==> config.mk <==
export PLATFORM = sky130hd
export DESIGN_NAME = led_bus_sequencer
export DESIGN_NICKNAME = d
export VERILOG_FILES = /design/src/rtl/led_pkg.sv /design/src/rtl/led_bus_mux.sv /design/src/rtl/led_bus_sequencer.sv
export SDC_FILE = /design/constraint.sdc
export NUM_CORES = 1
export LEC_CHECK = 0
export CAP_MARGIN = 20
export CELL_PAD_IN_SITES_DETAIL_PLACEMENT = 1
export CELL_PAD_IN_SITES_GLOBAL_PLACEMENT = 2
export CORE_MARGIN = 8
export CORE_UTILIZATION = 35
export DETAILED_ROUTE_END_ITERATION = 8
export HOLD_SLACK_MARGIN = 0.05
export PLACE_DENSITY_LB_ADDON = 0.1
export SLEW_MARGIN = 40
export SYNTH_ARGS = -nofsm -noshare
export SYNTH_HDL_FRONTEND = slang
export SYNTH_HIERARCHICAL = 1
export SYNTH_SLANG_ARGS = --single-unit
==> constraint.sdc <==
create_clock -name spiClk -period 3.37 [get_ports spiClk]
set_clock_uncertainty 0.1 [all_clocks]
set_input_delay 0.5055 -clock spiClk [delete_from_list [all_inputs] [get_ports spiClk]]
set_output_delay 0.5055 -clock spiClk [all_outputs]
set_load 0.02 [all_outputs]
==> src/rtl/led_pkg.sv <==
// Shared types and helpers for the TLC5955 bus sequencer.
package led_pkg;

   typedef enum logic [2:0] {
      S_IDLE,
      S_INIT_START,
      S_INIT_WAIT,
      S_GS_START,
      S_GS_WAIT,
      S_SLOT_WAIT
   } state_e;

   typedef enum logic [1:0] {
      OWN_NONE,
      OWN_INIT,
      OWN_GS
   } owner_e;

   localparam int OVR_W = 8;

   function automatic int layer_w(input int n);
      return (n > 1) ? $clog2(n) : 1;
   endfunction

endpackage

==> src/rtl/led_bus_mux.sv <==
// Steers one writer onto the shared LAT/SCLK/SDO bus by owner.
module led_bus_mux
   import led_pkg::*;
#(
   parameter int NUM_SHIFT = 4
) (
   input  logic [1:0]           owner_i,
   input  logic                 init_lat_i,
   input  logic                 init_sclk_i,
   input  logic                 init_sdo_i,
   input  logic                 gs_lat_i,
   input  logic                 gs_sclk_i,
   input  logic [NUM_SHIFT-1:0] gs_sdos_i,
   output logic                 lat_o,
   output logic                 sclk_o,
   output logic [NUM_SHIFT-1:0] sdos_o
);

   always_comb begin
      lat_o  = 1'b0;
      sclk_o = 1'b0;
      sdos_o = '0;
      unique case (owner_e'(owner_i))
         OWN_INIT: begin
            lat_o  = init_lat_i;
            sclk_o = init_sclk_i;
            sdos_o = {NUM_SHIFT{init_sdo_i}};
         end
         OWN_GS: begin
            lat_o  = gs_lat_i;
            sclk_o = gs_sclk_i;
            sdos_o = gs_sdos_i;
         end
         default: begin
            lat_o  = 1'b0;
         end
      endcase
   end

endmodule

==> src/rtl/led_bus_sequencer.sv <==
// Owns the TLC5955 shift bus and schedules the init and
// grayscale writers into fixed-period layer slots.
module led_bus_sequencer
   import led_pkg::*;
#(
   parameter int NUM_SHIFT     = 4,
   parameter int NUM_LAYERS    = 8,
   parameter int LAYER_PERIOD  = 4096,
   parameter int TIMEOUT       = 65535,
   parameter int REINIT_FRAMES = 64
) (
   input  logic                              spiClk,
   input  logic                              reset,
   input  logic                              enable,
   input  logic                              reinitReq,
   output logic                              initStart,
   input  logic                              initDone,
   input  logic                              initLat,
   input  logic                              initSclk,
   input  logic                              initSdo,
   output logic                              gsStart,
   input  logic                              gsDone,
   input  logic                              gsLat,
   input  logic                              gsSclk,
   input  logic [NUM_SHIFT-1:0]              gsSdos,
   output logic                              LAT,
   output logic                              SCLK,
   output logic [NUM_SHIFT-1:0]              SDOs,
   output logic [layer_w(NUM_LAYERS)-1:0]    layerSel,
   output logic                              layerAdvance,
   output logic                              blank,
   output logic                              fault,
   output logic [OVR_W-1:0]                  overrunCnt
);

   localparam int LW = layer_w(NUM_LAYERS);
   localparam int SW = $clog2(LAYER_PERIOD);
   localparam int TW = $clog2(TIMEOUT + 1);
   localparam int FW = (REINIT_FRAMES > 0) ?
                       $clog2(REINIT_FRAMES + 1) : 1;

   localparam logic [SW-1:0] SLOT_LAST  = SW'(LAYER_PERIOD - 1);
   localparam logic [TW-1:0] TO_LAST    = TW'(TIMEOUT - 1);
   localparam logic [LW-1:0] LAYER_LAST = LW'(NUM_LAYERS - 1);
   localparam logic [FW-1:0] FRAME_LIM  = FW'(REINIT_FRAMES);

   state_e           state_q, state_d;
   owner_e           owner_q, owner_d;
   logic [SW-1:0]    slot_q, slot_d;
   logic [TW-1:0]    to_q, to_d;
   logic [LW-1:0]    layer_q, layer_d;
   logic [FW-1:0]    frame_q, frame_d;
   logic             blank_q, blank_d;
   logic             fault_q, fault_d;
   logic             ovr_q, ovr_d;
   logic [OVR_W-1:0] ovr_cnt_q, ovr_cnt_d;
   logic             adv_q, adv_d;
   logic             reinit_q, reinit_d;

   logic             boundary;
   logic             to_exp;
   logic             in_run;
   logic             wrap;
   logic [LW-1:0]    layer_nxt;
   logic [FW-1:0]    frame_nxt;
   logic             reinit_due;
   logic             do_adv;
   logic             do_sched;

   assign boundary  = (slot_q == SLOT_LAST);
   assign to_exp    = (to_q == TO_LAST);
   assign in_run    = (state_q == S_GS_START) ||
                      (state_q == S_GS_WAIT)  ||
                      (state_q == S_SLOT_WAIT);
   assign wrap      = (layer_q == LAYER_LAST);
   assign layer_nxt = wrap ? '0 : layer_q + LW'(1);
   assign frame_nxt = wrap ? frame_q + FW'(1) : frame_q;
   assign reinit_due = reinit_q ||
                       ((REINIT_FRAMES != 0) &&
                        (frame_nxt == FRAME_LIM));

   always_comb begin
      state_d   = state_q;
      owner_d   = owner_q;
      slot_d    = slot_q;
      to_d      = to_q;
      layer_d   = layer_q;
      frame_d   = frame_q;
      blank_d   = blank_q;
      fault_d   = fault_q;
      ovr_d     = ovr_q;
      ovr_cnt_d = ovr_cnt_q;
      adv_d     = 1'b0;
      reinit_d  = reinit_q | reinitReq;
      do_adv    = 1'b0;
      do_sched  = 1'b0;

      if (in_run) begin
         slot_d = boundary ? '0 : slot_q + SW'(1);
      end

      unique case (state_q)
         S_IDLE: begin
            blank_d  = 1'b1;
            owner_d  = OWN_NONE;
            reinit_d = 1'b0;
            if (enable) state_d = S_INIT_START;
         end
         S_INIT_START: begin
            owner_d  = OWN_INIT;
            to_d     = '0;
            reinit_d = 1'b0;
            state_d  = S_INIT_WAIT;
         end
         S_INIT_WAIT: begin
            reinit_d = 1'b0;
            to_d     = to_q + TW'(1);
            if (initDone) begin
               slot_d  = '0;
               blank_d = 1'b0;
               state_d = S_GS_START;
            end else if (to_exp) begin
               fault_d = 1'b1;
               state_d = S_INIT_START;
            end
         end
         S_GS_START: begin
            owner_d = OWN_GS;
            to_d    = '0;
            ovr_d   = 1'b0;
            state_d = S_GS_WAIT;
         end
         S_GS_WAIT: begin
            to_d = to_q + TW'(1);
            if (gsDone && ovr_q) begin
               do_adv  = 1'b1;
               slot_d  = '0;
               state_d = S_GS_START;
            end else if (gsDone) begin
               // Done on the boundary cycle still counts as on time.
               if (boundary) begin
                  do_adv   = 1'b1;
                  do_sched = 1'b1;
               end else begin
                  state_d = S_SLOT_WAIT;
               end
            end else if (to_exp) begin
               fault_d = 1'b1;
               blank_d = 1'b1;
               state_d = S_INIT_START;
            end else if (boundary && !ovr_q) begin
               ovr_d = 1'b1;
               if (ovr_cnt_q != '1) begin
                  ovr_cnt_d = ovr_cnt_q + OVR_W'(1);
               end
            end
         end
         S_SLOT_WAIT: begin
            if (boundary) begin
               do_adv   = 1'b1;
               do_sched = 1'b1;
            end
         end
         default: begin
            state_d = S_IDLE;
         end
      endcase

      if (do_adv) begin
         adv_d   = 1'b1;
         layer_d = layer_nxt;
         frame_d = frame_nxt;
      end

      if (do_sched) begin
         if (!enable) begin
            state_d = S_IDLE;
            blank_d = 1'b1;
            owner_d = OWN_NONE;
         end else if (reinit_due) begin
            state_d  = S_INIT_START;
            blank_d  = 1'b1;
            reinit_d = 1'b0;
            frame_d  = '0;
         end else begin
            state_d = S_GS_START;
         end
      end
   end

   always_ff @(posedge spiClk) begin
      if (reset) begin
         state_q   <= S_IDLE;
         owner_q   <= OWN_NONE;
         slot_q    <= '0;
         to_q      <= '0;
         layer_q   <= '0;
         frame_q   <= '0;
         blank_q   <= 1'b1;
         fault_q   <= 1'b0;
         ovr_q     <= 1'b0;
         ovr_cnt_q <= '0;
         adv_q     <= 1'b0;
         reinit_q  <= 1'b0;
      end else begin
         state_q   <= state_d;
         owner_q   <= owner_d;
         slot_q    <= slot_d;
         to_q      <= to_d;
         layer_q   <= layer_d;
         frame_q   <= frame_d;
         blank_q   <= blank_d;
         fault_q   <= fault_d;
         ovr_q     <= ovr_d;
         ovr_cnt_q <= ovr_cnt_d;
         adv_q     <= adv_d;
         reinit_q  <= reinit_d;
      end
   end

   assign initStart    = (state_q == S_INIT_START);
   assign gsStart      = (state_q == S_GS_START);
   assign layerSel     = layer_q;
   assign layerAdvance = adv_q;
   assign blank        = blank_q;
   assign fault        = fault_q;
   assign overrunCnt   = ovr_cnt_q;

   led_bus_mux #(
      .NUM_SHIFT (NUM_SHIFT)
   ) u_mux (
      .owner_i     (owner_q),
      .init_lat_i  (initLat),
      .init_sclk_i (initSclk),
      .init_sdo_i  (initSdo),
      .gs_lat_i    (gsLat),
      .gs_sclk_i   (gsSclk),
      .gs_sdos_i   (gsSdos),
      .lat_o       (LAT),
      .sclk_o      (SCLK),
      .sdos_o      (SDOs)
   );

endmodule

==> results_dict.tcl, run 1 <==
set metrics [dict create \
    yosysWarningCount 6 \
    syn_inst 378 \
    viasPerCell 5.49 \
    grt_pass1_vias 2789 \
    crit_required_ns 2.76 \
    cap_violations 0 \
    path_class "flip-flop to output port" \
    synth.ff_latch_count 56 \
    antenna_cells 0 \
    nNetsFinal 433 \
    tritoncts "built" \
    grt-ovfl-total 0 \
    postCtsHoldBufs 0 \
    startpoint "state_q[0]" \
    synth_top_area_share_pct 35.5 \
    worst_setup_path_end_kind "output port" \
    fmax_mhz 373 \
    core-area_sq_um 8760 \
    drt_iter0_drc 89 \
    hold_viol 0 \
    slew_violations 0 \
    grt_start_max_net_pins 33 \
    die_w_um 111 \
    timing.hold.ws_ns 0.390 \
    fin_setup_tns_ns 0 \
    layout_commonest_cell "dfxtp_1" \
    grt_pass1_wl_um 13900 \
    netlist_area_sq_um 3160 \
    drtAntennaViolNets 0 \
    slew_headroom_pct 65.2 \
    layoutNonFillerInstCount 518 \
    crit_arrival_ns 2.08 \
    num_rows 34 \
    start_kind "flip-flop" \
    post-cts-setup-buffers 0 \
    drive_gt1_share_pct 8.78 \
    power_density_nw_per_um2 393 \
    routedWlPerCell_um 15.6 \
    syn_area_per_cell_sq_um 8.36 \
    dp_hpwl_um 5990 \
    yosysTopAreaCell "dfxtp_1" \
    synthArstFlopShare_pct 0 \
    gp_congestion 0.772 \
    grt_usage_pct 13.1 \
    finalCritPeriodShare_pct 79.6 \
    cts_buffers 5 \
    clock_path_buffers 2 \
    worstReg2RegEnd "reinit_q" \
    finalSetupViolCount 0 \
    r2r-start "layerSel[0]" \
    cts_root_buffer "clkbuf_8" \
    r2r_setup_slack_ns 0.96 \
    syn_nets 402 \
    fin_crit_ns 2.68 \
    ys_seq_area_share_pct 35.5 \
    ioPinCount 37 \
    initial_utilization_pct 36.1 \
    crit_fanout 9 \
    final_cell_mix "dfxtp_1 (56), nor2_1 (51), clkdlybuf4s50_1 (36)" \
    die_area_sq_um 12300 \
    synth_edf_count 0 \
    endpoint "initStart" \
    holdCritStartpoint "to_q[15]" \
    dr.pass1.iters 4 \
    h-tree-depth 2 \
    fillers 1083 \
    outcome "finished clean" \
    portBuffers 36 \
    worstHoldPathType "flip-flop to flip-flop" \
    clkTransAtPathRegs_ns 0.12 \
    die_h_um 111 \
    p_total_mw 1.46 \
    synthDistinctLibCells 68 \
    cts_sinks 56 \
    clock_latency_ns 0.32 \
    ir_worst_vdd_v 0.000219 \
    area_delta_synth_final_pct 17.3 \
    rr_worst_depth 7 \
    cts_resized 0 \
    grt_antenna_before_repair 0 \
    drc_errors 0 \
    dpl.cell_count 510 \
    worst_pin_slew_ns 0.518 \
    rsz0062_at_grt "false" \
    vias 2845 \
    synthFlopType "dfxtp_1" \
    routed_wl_um 8100 \
    synth_area_leaders "dfxtp_1 (35%), nor2_1 (6.1%), a21oi_1 (4.7%)" \
    p_leak_nw 1.31 \
]
[cells by family after synthesis]
family	after synthesis	share of synthesized area, %
AO/OA/AOI/OAI	80	17.6
XOR/XNOR	24	6.65
adder cells (fa/ha/maj)	9	3.56
buffers and inverters	33	5.78
flip-flops	56	35.5
multiplexers	4	1.35
AND/OR/NAND/NOR	172	29.6
[metal layers]
layer  global-route usage, %  part of all wire, %  vias up
met1                    17.5                   51     1381
met2                    20.9                   45       32
li1                        -                    -     1422
met5                       0                    0        -
met4                    3.38                  1.2        0
met3                    2.76                  2.8       10
[worst max-delay path, stage by stage (launching register included)]
cell and delay, ns:
dfxtp_1 0.57, nand2b_1 0.29, inv_1 0.15, nand2_1 0.08, inv_1 0.05, clkdlybuf4s50_1 0.61
[power by group]
group	switching [mW]	internal, mW
Sequential	0.0223	0.676
Combinational	0.140	0.0873
Clock	0.232	0.299
Total	0.394	1.06
[layout make-up]
type | instances | area [sq um] | share of cell area, %
Multi-Input combinational cell | 289 | 1860 | 50.1
Sequential cell | 56 | 1120 | 30.2
Timing Repair Buffer | 41 | 398 | 10.7
Tap cell | 108 | 135 | 3.64
Clock buffer | 5 | 68.8 | 1.85
Clock inverter | 3 | 68.8 | 1.85
Inverter | 16 | 60.1 | 1.62
[through the flow]
| step | utilization, % | instance area [sq um] | setup WS (ns) |
|---|---|---|---|
| 3_5_place_dp | 40.8 | 3570 | 0.820 |
| 5_1_grt | 42.3 | 3710 | 0.511 |
| 2_1_floorplan | - | 3160 | 1.12 |
| 6_report | 42.3 | 3710 | 0.689 |
| 3_3_place_gp | 40.8 | 3570 | 0.843 |
| 4_1_cts | 42.3 | 3710 | 0.655 |
[state kept, by name, summed over array words and instances (netlist names)]
signal        cells
owner_q           2
frame_q           7
overrunCnt        8
blank             1
fault             1
layerAdvance      1
layerSel          3
reinit_q          1
to_q             16
state_q           3
slot_q           12
ovr_q             1
[worst min path at each step]
stage | end | slack (ns) | depth (start not counted)
2_1_floorplan | to_q[15] | 0.33 | 1
4_1_cts | to_q[15] | 0.39 | 1
3_3_place_gp | fault | 0.35 | 2
6_report | to_q[15] | 0.39 | 1
5_1_grt | to_q[15] | 0.41 | 1
3_5_place_dp | to_q[15] | 0.37 | 1
[Yosys cell counts (all sizes together), types with 3 or more instances]
cell type / number
dfxtp: 56
nor2: 51
nand2: 34
a21oi: 30
nand3: 23
inv: 16
o21ai: 14
xor2: 14
nand4: 13
clkbuf: 10
nor3: 10
xnor2: 10
ha: 9
and4: 7
buf: 7
nand2b: 6
o31ai: 6
or3: 6
and3: 5
a311oi: 4
nor4: 4
or2: 4
nand3b: 3
Note: power is estimated with default switching activity, not from simulation.
==> run 2, diff against run 1 <==
- CORE_UTILIZATION: 35 -> 30
- clock period: 3.37 -> 2.3 ns (I/O delays scaled with it)
==> results_dict.tcl, run 2 (synthesis results as in run 1) <==
set metrics [dict create \
    r2r_setup_slack_ns 0.17 \
    gp_congestion 0.732 \
    grt_pass1_vias 2923 \
    setup_ws_ns 0.124 \
    vias 2849 \
    largest_register_ffs 16 \
    startpoint "state_q[2]" \
    tritoncts "built" \
    rr_worst_depth 8 \
    fillers 1234 \
    drtAntennaViolNets 0 \
    regMostFlops "to_q" \
    fin_crit_ns 2.18 \
    grt_start_max_net_pins 31 \
    cap_violations 0 \
    grt-ovfl-total 0 \
    postCtsHoldBufs 0 \
    dpl.cell_count 554 \
    h-tree-depth 2 \
    viasPerCell 5.05 \
    fin_setup_tns_ns 0 \
    layout_commonest_cell "dfxtp_1" \
    p_total_mw 1.91 \
    crit_required_ns 1.86 \
    die_area_sq_um 14100 \
    outcome "finished clean" \
    ir_worst_vdd_v 0.000198 \
    nNetsFinal 452 \
    cts_sinks 56 \
    routedWlPerCell_um 15.0 \
    grt_antenna_before_repair 0 \
    layoutNonFillerInstCount 564 \
    worstReg2RegEnd "reinit_q" \
    clkTransAtPathRegs_ns 0.10 \
    hold_depth 2 \
    stdcell_area_sq_um 3840 \
    cts_buffers 5 \
    rsz0062_at_grt "false" \
    grt_usage_pct 12.3 \
    routed_wl_um 8450 \
    dp_hpwl_um 6450 \
    placed_area_sq_um 3730 \
    clock_latency_ns 0.32 \
    finalCritPeriodShare_pct 94.6 \
    final_cell_mix "dfxtp_1 (53), nor2_1 (51), nand2_1 (34)" \
    r2r-start "layerSel[0]" \
    die_h_um 119 \
    utilization_pct 37.4 \
    dr.pass1.iters 4 \
    slew_headroom_pct 65.3 \
    dp_slack_ns 0.0868 \
    p_leak_nw 1.41 \
    area_delta_synth_final_pct 21.4 \
    timing.hold.ws_ns 0.390 \
    crit_fanout 7 \
    fmax_mhz 460 \
    clock_path_buffers 2 \
    core-area_sq_um 10300 \
    drive_gt1_share_pct 13.1 \
    finalSetupViolCount 0 \
    worstHoldPathType "flip-flop to flip-flop" \
    antenna_cells 0 \
    cts_root_buffer "clkbuf_8" \
    endpoint "gsStart" \
    num_rows 37 \
    worst_setup_path_end_kind "output port" \
    grt_pass1_wl_um 14600 \
    ioPinCount 37 \
    hold_viol 0 \
    crit_arrival_ns 1.73 \
    worst_pin_slew_ns 0.517 \
    power_density_nw_per_um2 497 \
    die_w_um 119 \
    portBuffers 36 \
    path_class "flip-flop to output port" \
    initial_utilization_pct 30.8 \
    slew_violations 0 \
    drt_iter0_drc 75 \
    start_kind "flip-flop" \
    drc_errors 0 \
]
-- run 2: area by class of cell --
type | count | area, sq um | area share (%)
multi-input cells | 289 | 1860 | 48.4
flip-flops and latches | 56 | 1130 | 29.4
repair buffers | 60 | 546 | 14.2
well taps | 136 | 170 | 4.43
clock buffers | 6 | 72.6 | 1.89
inverters | 16 | 60.1 | 1.56
clock inverters | 1 | 5.00 | 0.130
-- run 2: timing repair --
item,4_1_cts,5_1_grt
hold endpoints to repair,0,0
endpoints found under the setup margin,8,4
setup buffers,0,3
resized for setup,7,3
pin swaps,0,2
-- run 2: layer usage --
layer  global-route usage [%]  vias to the layer above  wire length (um)
met3                     2.67                        5               224
met5                        0                        -                 0
met4                     3.56                        0                96
met2                     20.7                       32              3950
li1                         -                     1450                 -
met1                     15.3                     1362              4180
-- run 2: report_power, final --
part	switching, mW	leakage, nW	internal (mW)
Clock	0.322	0.0410	0.209
Combinational	0.204	0.919	0.146
Sequential	0.0351	0.453	0.993
-- run 2: how the worst min path moves through the flow --
stage / start / endpoint / slack [ns]
after detailed placement: fault / fault / 0.38
final: layerSel[1] / layerSel[1] / 0.39
after CTS: layerSel[1] / layerSel[1] / 0.40
after global placement: fault / fault / 0.35
after global routing: fault / fault / 0.41
after floorplan: to_q[15] / to_q[15] / 0.33
-- run 2: critical path, cell delays in order (launching register included) --
cell	delay [ns]
dfxtp_2	0.39
nand3b_1	0.27
inv_2	0.14
clkdlybuf4s50_1	0.61
